===== config.mk =====
export PLATFORM = sky130hd
export DESIGN_NAME = mem_ctrl
export DESIGN_NICKNAME = d
export VERILOG_FILES = /design/src/rtl/mem_ctrl.sv
export SDC_FILE = /design/constraint.sdc
export NUM_CORES = 1
export LEC_CHECK = 0
export CAP_MARGIN = 10
export CORE_MARGIN = 3
export CORE_UTILIZATION = 51
export DETAILED_ROUTE_END_ITERATION = 6
export GPL_TIMING_DRIVEN = 0
export PLACE_DENSITY = 0.81
export SYNTH_ARGS = -nofsm -noshare
export SYNTH_HDL_FRONTEND = slang
export SYNTH_SLANG_ARGS = --single-unit

===== constraint.sdc =====
create_clock -name clk_in -period 7.5 [get_ports clk_in]
set_clock_uncertainty 0.2 [all_clocks]
set_input_delay 0.75 -clock clk_in [delete_from_list [all_inputs] [get_ports clk_in]]
set_output_delay 0.75 -clock clk_in [all_outputs]
set_load 0.02 [all_outputs]

===== src/rtl/mem_ctrl.sv =====
// rtl/mem_ctrl.sv - byte-wide memory bus controller serving the load/store buffer and instruction fetch
// Optional MEM_CTRL_IO_STALL_EN: hold IO-space write beats while io_buffer_full is high.
module mem_ctrl #(
  parameter int         ADDR_W = 32,
  parameter logic [1:0] IO_SEL = 2'b11
) (
  input  logic              clk_in,
  input  logic              rst_in,
  input  logic              rdy_in,
  input  logic              lsb_valid,
  input  logic              lsb_wr,
  input  logic [2:0]        lsb_size,
  input  logic [ADDR_W-1:0] lsb_addr,
  input  logic [31:0]       lsb_value,
  output logic              lsb_ready,
  output logic [31:0]       lsb_res,
  input  logic              if_valid,
  input  logic [ADDR_W-1:0] if_addr,
  input  logic              if_clear,
  output logic              if_ready,
  output logic [31:0]       if_inst,
  input  logic [7:0]        mem_din,
  output logic [7:0]        mem_dout,
  output logic [ADDR_W-1:0] mem_a,
  output logic              mem_wr,
  input  logic              io_buffer_full
);
  localparam logic [1:0] S_IDLE  = 2'd0;
  localparam logic [1:0] S_READ  = 2'd1;
  localparam logic [1:0] S_WRITE = 2'd2;
  localparam logic [1:0] S_DONE  = 2'd3;

  logic [1:0]        state;
  logic [2:0]        cnt, nbytes, req_size;
  logic              owner_if;
  logic [ADDR_W-1:0] req_addr, next_addr;
  logic [23:0]       req_hi, rbuf;
  logic [31:0]       load_res;
  logic [7:0]        din_eff, din_hold, next_byte;
  logic              frz_q, wr_q, lsb_rdy_q, if_rdy_q, full_eff, wr_stall;

`ifdef MEM_CTRL_IO_STALL_EN
  assign full_eff = io_buffer_full;
`else
  logic io_full_unused;
  assign io_full_unused = io_buffer_full;
  assign full_eff       = 1'b0;
`endif

  assign wr_stall  = full_eff && (mem_a[17:16] == IO_SEL);
  assign mem_wr    = wr_q && rdy_in && !wr_stall;
  assign lsb_ready = lsb_rdy_q && rdy_in;
  assign if_ready  = if_rdy_q && rdy_in;
  // After a freeze mem_din already reflects the advanced address; use the byte held on freeze entry.
  assign din_eff   = frz_q ? din_hold : mem_din;
  assign next_addr = req_addr + ADDR_W'(cnt) + ADDR_W'(1);

  always_comb begin
    nbytes = (req_size[1:0] == 2'd0) ? 3'd1 : (req_size[1:0] == 2'd1) ? 3'd2 : 3'd4;
    case (cnt)
      3'd0:    next_byte = req_hi[7:0];
      3'd1:    next_byte = req_hi[15:8];
      default: next_byte = req_hi[23:16];
    endcase
    case (req_size[1:0])
      2'd0:    load_res = {{24{!req_size[2] && din_eff[7]}}, din_eff};
      2'd1:    load_res = {{16{!req_size[2] && din_eff[7]}}, din_eff, rbuf[7:0]};
      default: load_res = {din_eff, rbuf};
    endcase
  end

  always_ff @(posedge clk_in) begin
    if (rst_in) begin
      state     <= S_IDLE;
      cnt       <= 3'd0;
      req_size  <= 3'd0;
      owner_if  <= 1'b0;
      req_addr  <= '0;
      req_hi    <= '0;
      rbuf      <= '0;
      din_hold  <= '0;
      frz_q     <= 1'b0;
      wr_q      <= 1'b0;
      lsb_rdy_q <= 1'b0;
      if_rdy_q  <= 1'b0;
      mem_a     <= '0;
      mem_dout  <= '0;
      lsb_res   <= '0;
      if_inst   <= '0;
    end else begin
      frz_q <= !rdy_in;
      if (!rdy_in && !frz_q) din_hold <= mem_din;
      if (rdy_in) begin
        case (state)
          S_IDLE: begin
            cnt <= 3'd0;
            if (lsb_valid) begin
              owner_if <= 1'b0;
              req_addr <= lsb_addr;
              req_hi   <= lsb_value[31:8];
              req_size <= lsb_size;
              mem_a    <= lsb_addr;
              if (lsb_wr) begin
                mem_dout <= lsb_value[7:0];
                wr_q     <= 1'b1;
                state    <= S_WRITE;
              end else begin
                state <= S_READ;
              end
            end else if (if_valid && !if_clear) begin
              owner_if <= 1'b1;
              req_addr <= if_addr;
              req_size <= 3'b010;
              mem_a    <= if_addr;
              state    <= S_READ;
            end
          end
          S_READ: begin
            if (owner_if && if_clear) begin
              state <= S_IDLE;
            end else begin
              // cnt counts cycles since the first address; byte cnt-1 is on mem_din now.
              case (cnt)
                3'd1:    rbuf[7:0]   <= din_eff;
                3'd2:    rbuf[15:8]  <= din_eff;
                3'd3:    rbuf[23:16] <= din_eff;
                default: ;
              endcase
              if (cnt == nbytes) begin
                state <= S_DONE;
                if (owner_if) begin
                  if_inst  <= load_res;
                  if_rdy_q <= 1'b1;
                end else begin
                  lsb_res   <= load_res;
                  lsb_rdy_q <= 1'b1;
                end
              end else begin
                cnt <= cnt + 3'd1;
                if ((cnt + 3'd1) < nbytes) mem_a <= next_addr;
              end
            end
          end
          S_WRITE: begin
            if (!wr_stall) begin
              if ((cnt + 3'd1) == nbytes) begin
                wr_q      <= 1'b0;
                lsb_rdy_q <= 1'b1;
                state     <= S_DONE;
              end else begin
                cnt      <= cnt + 3'd1;
                mem_a    <= next_addr;
                mem_dout <= next_byte;
              end
            end
          end
          default: begin
            lsb_rdy_q <= 1'b0;
            if_rdy_q  <= 1'b0;
            state     <= S_IDLE;
          end
        endcase
      end
    end
  end
endmodule

# After elaboration in Yosys (flattened, before gate mapping)
# Cells that the tools add are included.
# W data, S select, Z words.
# op_classes
addsub	3
order_cmp	1
n_eq_ne	20
n_mux	44
n_bitwise	4
reduce_logical	32
# ops
operator	count
$mux W32	6
$pmux W32 S3	1
$pmux W32 S2	1
$add A32 B1 Y32 const B	1
$add A32 B3 Y32	1
$mux W8	4
$pmux W8 S2	2
$reduce_and A5 Y1	6
$mux W3	7
$ne A2 B2 Y1 const B	10
$reduce_and A4 Y1	4
$mux W1	12
$mux W2	6
$pmux W3 S3	1
$logic_and A1 B1 Y1	7
$reduce_and A7 Y1	1
$eq A3 B2 Y1 const B	2
$eq A3 B3 Y1	2
$ne A3 B3 Y1 const B	2
$pmux W2 S3	1
$reduce_and A3 Y1	2
$reduce_and A6 Y1	1
$eq A2 B1 Y1 const B	2
$logic_not A1 Y1	4
12 further kinds	18
# totals
ff_bits	205
in_bits	115
output_inout_bits	107

# Logic depth before layout (Yosys ltp)
# logic_depth
ltp_word	8
ltp_mapped	13

# Worst setup path after synthesis
# OpenSTA, ideal clock, no wires.
# synth_timing
path_kind	register -> register
start	register req_size[1]
end	register mem_a[20]
setup_ns	0.083
arrival_time_ns	2.921
required_time_ns	7.217
setup_slack_ns	4.296
stages_incl_launch_ff	14
cell_sequence	dfxtp_1 > buf_2 > or2_2 > clkbuf_1 > clkbuf_1 > inv_1 > ha_1 > buf_2 > nor3_1 > a211o_1 > a21bo_2 > or4_1 > buf_2 > o221ai_1
# synth_via
elab_chain_len	6
word_cells_on_any_way	11
classes_between	order compare: 1; eq/ne: 6; mux: 2; reduce/logical: 2
# synth_lines
element	line	text
start: declaration	34	logic [2:0] cnt, nbytes, req_size;
start signal: assignment	101	req_size <= lsb_size;
$eq A2 B1 Y1	59	nbytes = (req_size[1:0] == 2'd0) ? 3'd1 : (req_size[1:0] == 2'd1) ? 3'd2 : 3'd4;
$mux W3	59	
$mux W3 *	59	
$lt A3 B3 Y1, or another cell as far along	140	if ((cnt + 3'd1) < nbytes) mem_a <= next_addr;
$ne A2 B2 Y1 (no source line)	n/a	
$reduce_and A7 Y1 (no source line) *	n/a	
end signal: assignment	102	mem_a <= lsb_addr;
end signal: assignment	140	
end signal: assignment	152	mem_a <= next_addr;
end: declaration	24	output logic [ADDR_W-1:0] mem_a,
# Every way passes the cells marked *; elsewhere a longest branch is shown, timed or not.
# A chain may end at the register's enable or synchronous reset.

# Worst setup path after layout
# layout_timing
start	register req_size[1]
end	register mem_a[7]
# Same word-level chain as after synthesis.

==> reports/metrics.csv <==
metric,value,unit
status,"complete, no violations",
syn2layout_area_growth,33.3,%
cts.root.buffer_cell,clkbuf_16,
yosysTopAreaCellShare,42.5,%
start_util,52.9,%
clkTransAtPathRegs,0.06,ns
drtPass1Iterations,6,
grt_start_max_net_pins,14,
postPlaceCellArea,12200,um2
grt-ovfl-total,0,
synth-edff-count,0,
design_area,12900,um2
cts_buffers,22,
cts.sinks,205,
critPathTopFamily,buffers and inverters,
finalHoldViolations,0,
rsz0062_at_grt,no,
yosysSeqAreaShare,42.5,%
grt_pass1_vias,9473,
hold-worst-slack,0.256,ns
crit_chain,"buf_2, or2_2, clkbuf_1, clkbuf_1, inv_1, ha_1, buf_2, nor3_1, a211o_1, a21boi_1, clkbuf_1, nand4_1, a21oi_1",
initialDrtViolationCount,897,
clock_latency,0.52,ns
gp_congestion,0.944,
r2r_cells,13,
hold_class,register to register,
synth.largest_area_cell,dfxtp_1,
num_vias,9875,
hold_start,req_hi[3],
ioPinCount,222,
syn_area_per_cell,8.39,um2
die_w,144,um
cts-resized-gates,0,
total_power,3.20,mW
cts_hold_buf,0,
cap_violations,0,
h-tree-depth,1,
cts_setup_buffers,0,
yosys.cell_types.count,61,
syn_nets,1283,
ys_ff_latch,205,
r2r-start,req_size[1],
critPathMaxStageDelay,0.51,ns
finalSetupViolCount,0,
cpMostUsedCell,clkbuf_1,
async_flop_share,0,%
drv_slew,0,
startpoint,req_size[1],
whs_path_depth,2,
ys.flop_type,dfxtp_1,
antenna_left,0,
antenna_found_initial,0,
grt_pass1_wl,49200,um
core,18300,um2
cp_max_fo,10,
cp-start-kind,register,
cts_tree,done,
peakVddDrop,0.169,mV
synth_area,9670,um2
tightestPinTransition,1.05,ns
synthCells,1152,
portBuffers,220,
finalCritPeriodShare,56.2,%
routed_wl,31700,um
cp_data_required_time,7.73,ns
relSlewSlack,29.2,%
clockBufferDepth,3,
ys_warn_count,0,
diodes,0,
slowest_stage,a21boi_1,
fin_cells,1639,
final_nets,1527,
rows,49,
min_period,4.22,ns
powerDensity,248,nW/um2
viasPerCell,6.03,
route.detailed.drc,0,
worst-path-stages,13,
worstSetupEndpointType,register,
criticalPathCategory,register to register,
max_freq,0.237,GHz
leakagePower,4.57,nW
finalSetupTns,0,ns
hpwl,23400,um
grt_usage,29.7,%
dieArea,20600,um2
synthTopCellsByArea,"dfxtp_1 42%, a211oi_1 7.3%, mux2i_1 7.1%",
drive_above_1_share,5.11,%
cp.buffers_inverters,6,
wl_per_cell,19.3,um
die_h,144,um
place_inst,1601,
worst_ep_arrival_time,4.45,ns
-- sequential cells by signal (all words and copies together) (netlist names) --
signal,count
if_rdy_q,1
if_inst,32
req_hi,24
cnt,3
req_addr,32
lsb_rdy_q,1
mem_a,32
wr_q,1
state,2
req_size,3
frz_q,1
mem_dout,8
lsb_res,32
din_hold,8
owner_if,1
rbuf,24
-- worst min-delay path: stages (launching register included) --
cell and delay (ns):
dfxtp_1 0.31, nand2_1 0.05, a21oi_1 0.05
-- where the power goes --
group / switching [mW] / internal (mW) / total [mW]
sequential: 0.0710 / 1.18 / 1.25
combinational: 0.523 / 0.328 / 0.852
clock: 0.456 / 0.642 / 1.10
-- per-layer routing --
| layer | share of wire [%] | global-route usage (%) | vias up | wire [um] |
|---|---|---|---|---|
| met5 | 0 | 0 | - | 0 |
| met4 | 3.7 | 11.5 | 0 | 1170 |
| met3 | 7.7 | 4.13 | 86 | 2460 |
| met2 | 49 | 51.3 | 505 | 15400 |
| met1 | 40 | 37.6 | 4627 | 12600 |
| li1 | - | - | 4657 | - |
-- placed cells by master, fill, tap and decap left out, drive strengths merged, types with 15 or more instances in the layout --
cell,n
inv,20
dfxtp,205
nand3,22
clkdlybuf4s50,220
nand4,27
o21ai,34
nand2,127
ha,15
clkbuf,112
mux2i,69
buf,17
nor2,158
a211oi,94
a21oi,82
-- metrics by stage --
step / util, % / worst slack [ns]
2_1_floorplan: - / 4.30
3_3_place_gp: 66.5 / 3.46
3_5_place_dp: 66.5 / 3.43
4_1_cts: 70.5 / 3.35
5_1_grt: 70.5 / 3.05
6_report: 70.5 / 3.28
-- synth_stat cells, types with 3 or more instances --
library cell	number
dfxtp_1	205
nor2_1	158
nand2_1	127
a211oi_1	94
a21oi_1	82
clkbuf_1	82
mux2i_1	69
o21ai_0	33
nand4_1	26
nand3_1	22
inv_1	20
ha_1	15
nor3_1	12
o31ai_1	11
mux2_2	10
o311a_1	10
a221oi_1	9
buf_2	9
nor4_1	9
o221ai_1	9
o22ai_1	9
a22oi_1	8
buf_1	8
xnor2_1	8
and3_1	7
nand2b_1	7
nor2b_1	7
xor2_1	7
and2_1	6
or3_1	6
a31o_2	5
a41o_1	5
or4_1	5
a31oi_1	4
o32ai_1	4
or2_2	4
a21boi_0	3
a21o_1	3
and4_1	3
o21a_1	3
o31a_1	3
-- area by class of cell --
type,count,area [um2]
buffer,99,383
timing repair buffer,220,2200
fill,1456,5380
inverter,21,78.8
tap,229,287
multi-input combinational,827,5100
clock inverter,8,82.6
sequential,205,4100
clock buffer,30,651
-- cells by family after synthesis --
logic type | Yosys count | share of synthesized area, %
AOI/OAI and AO/OA | 310 | 21.9
xor gates and xnor gates | 15 | 1.36
adders and majority gates | 16 | 2.15
buffers and inverters | 120 | 4.78
DFF | 205 | 42.5
muxes | 79 | 8.31
and+or+nand+nor | 407 | 19.0
-- worst paths after layout --
kind,slack [ns],end
worst max-delay path,3.28,mem_a[7]
worst min-delay path,0.26,req_hi[3]
worst max register to register,3.28,mem_a[7]
worst min register to register,0.26,req_hi[3]
(Power assumes the default switching activity.)
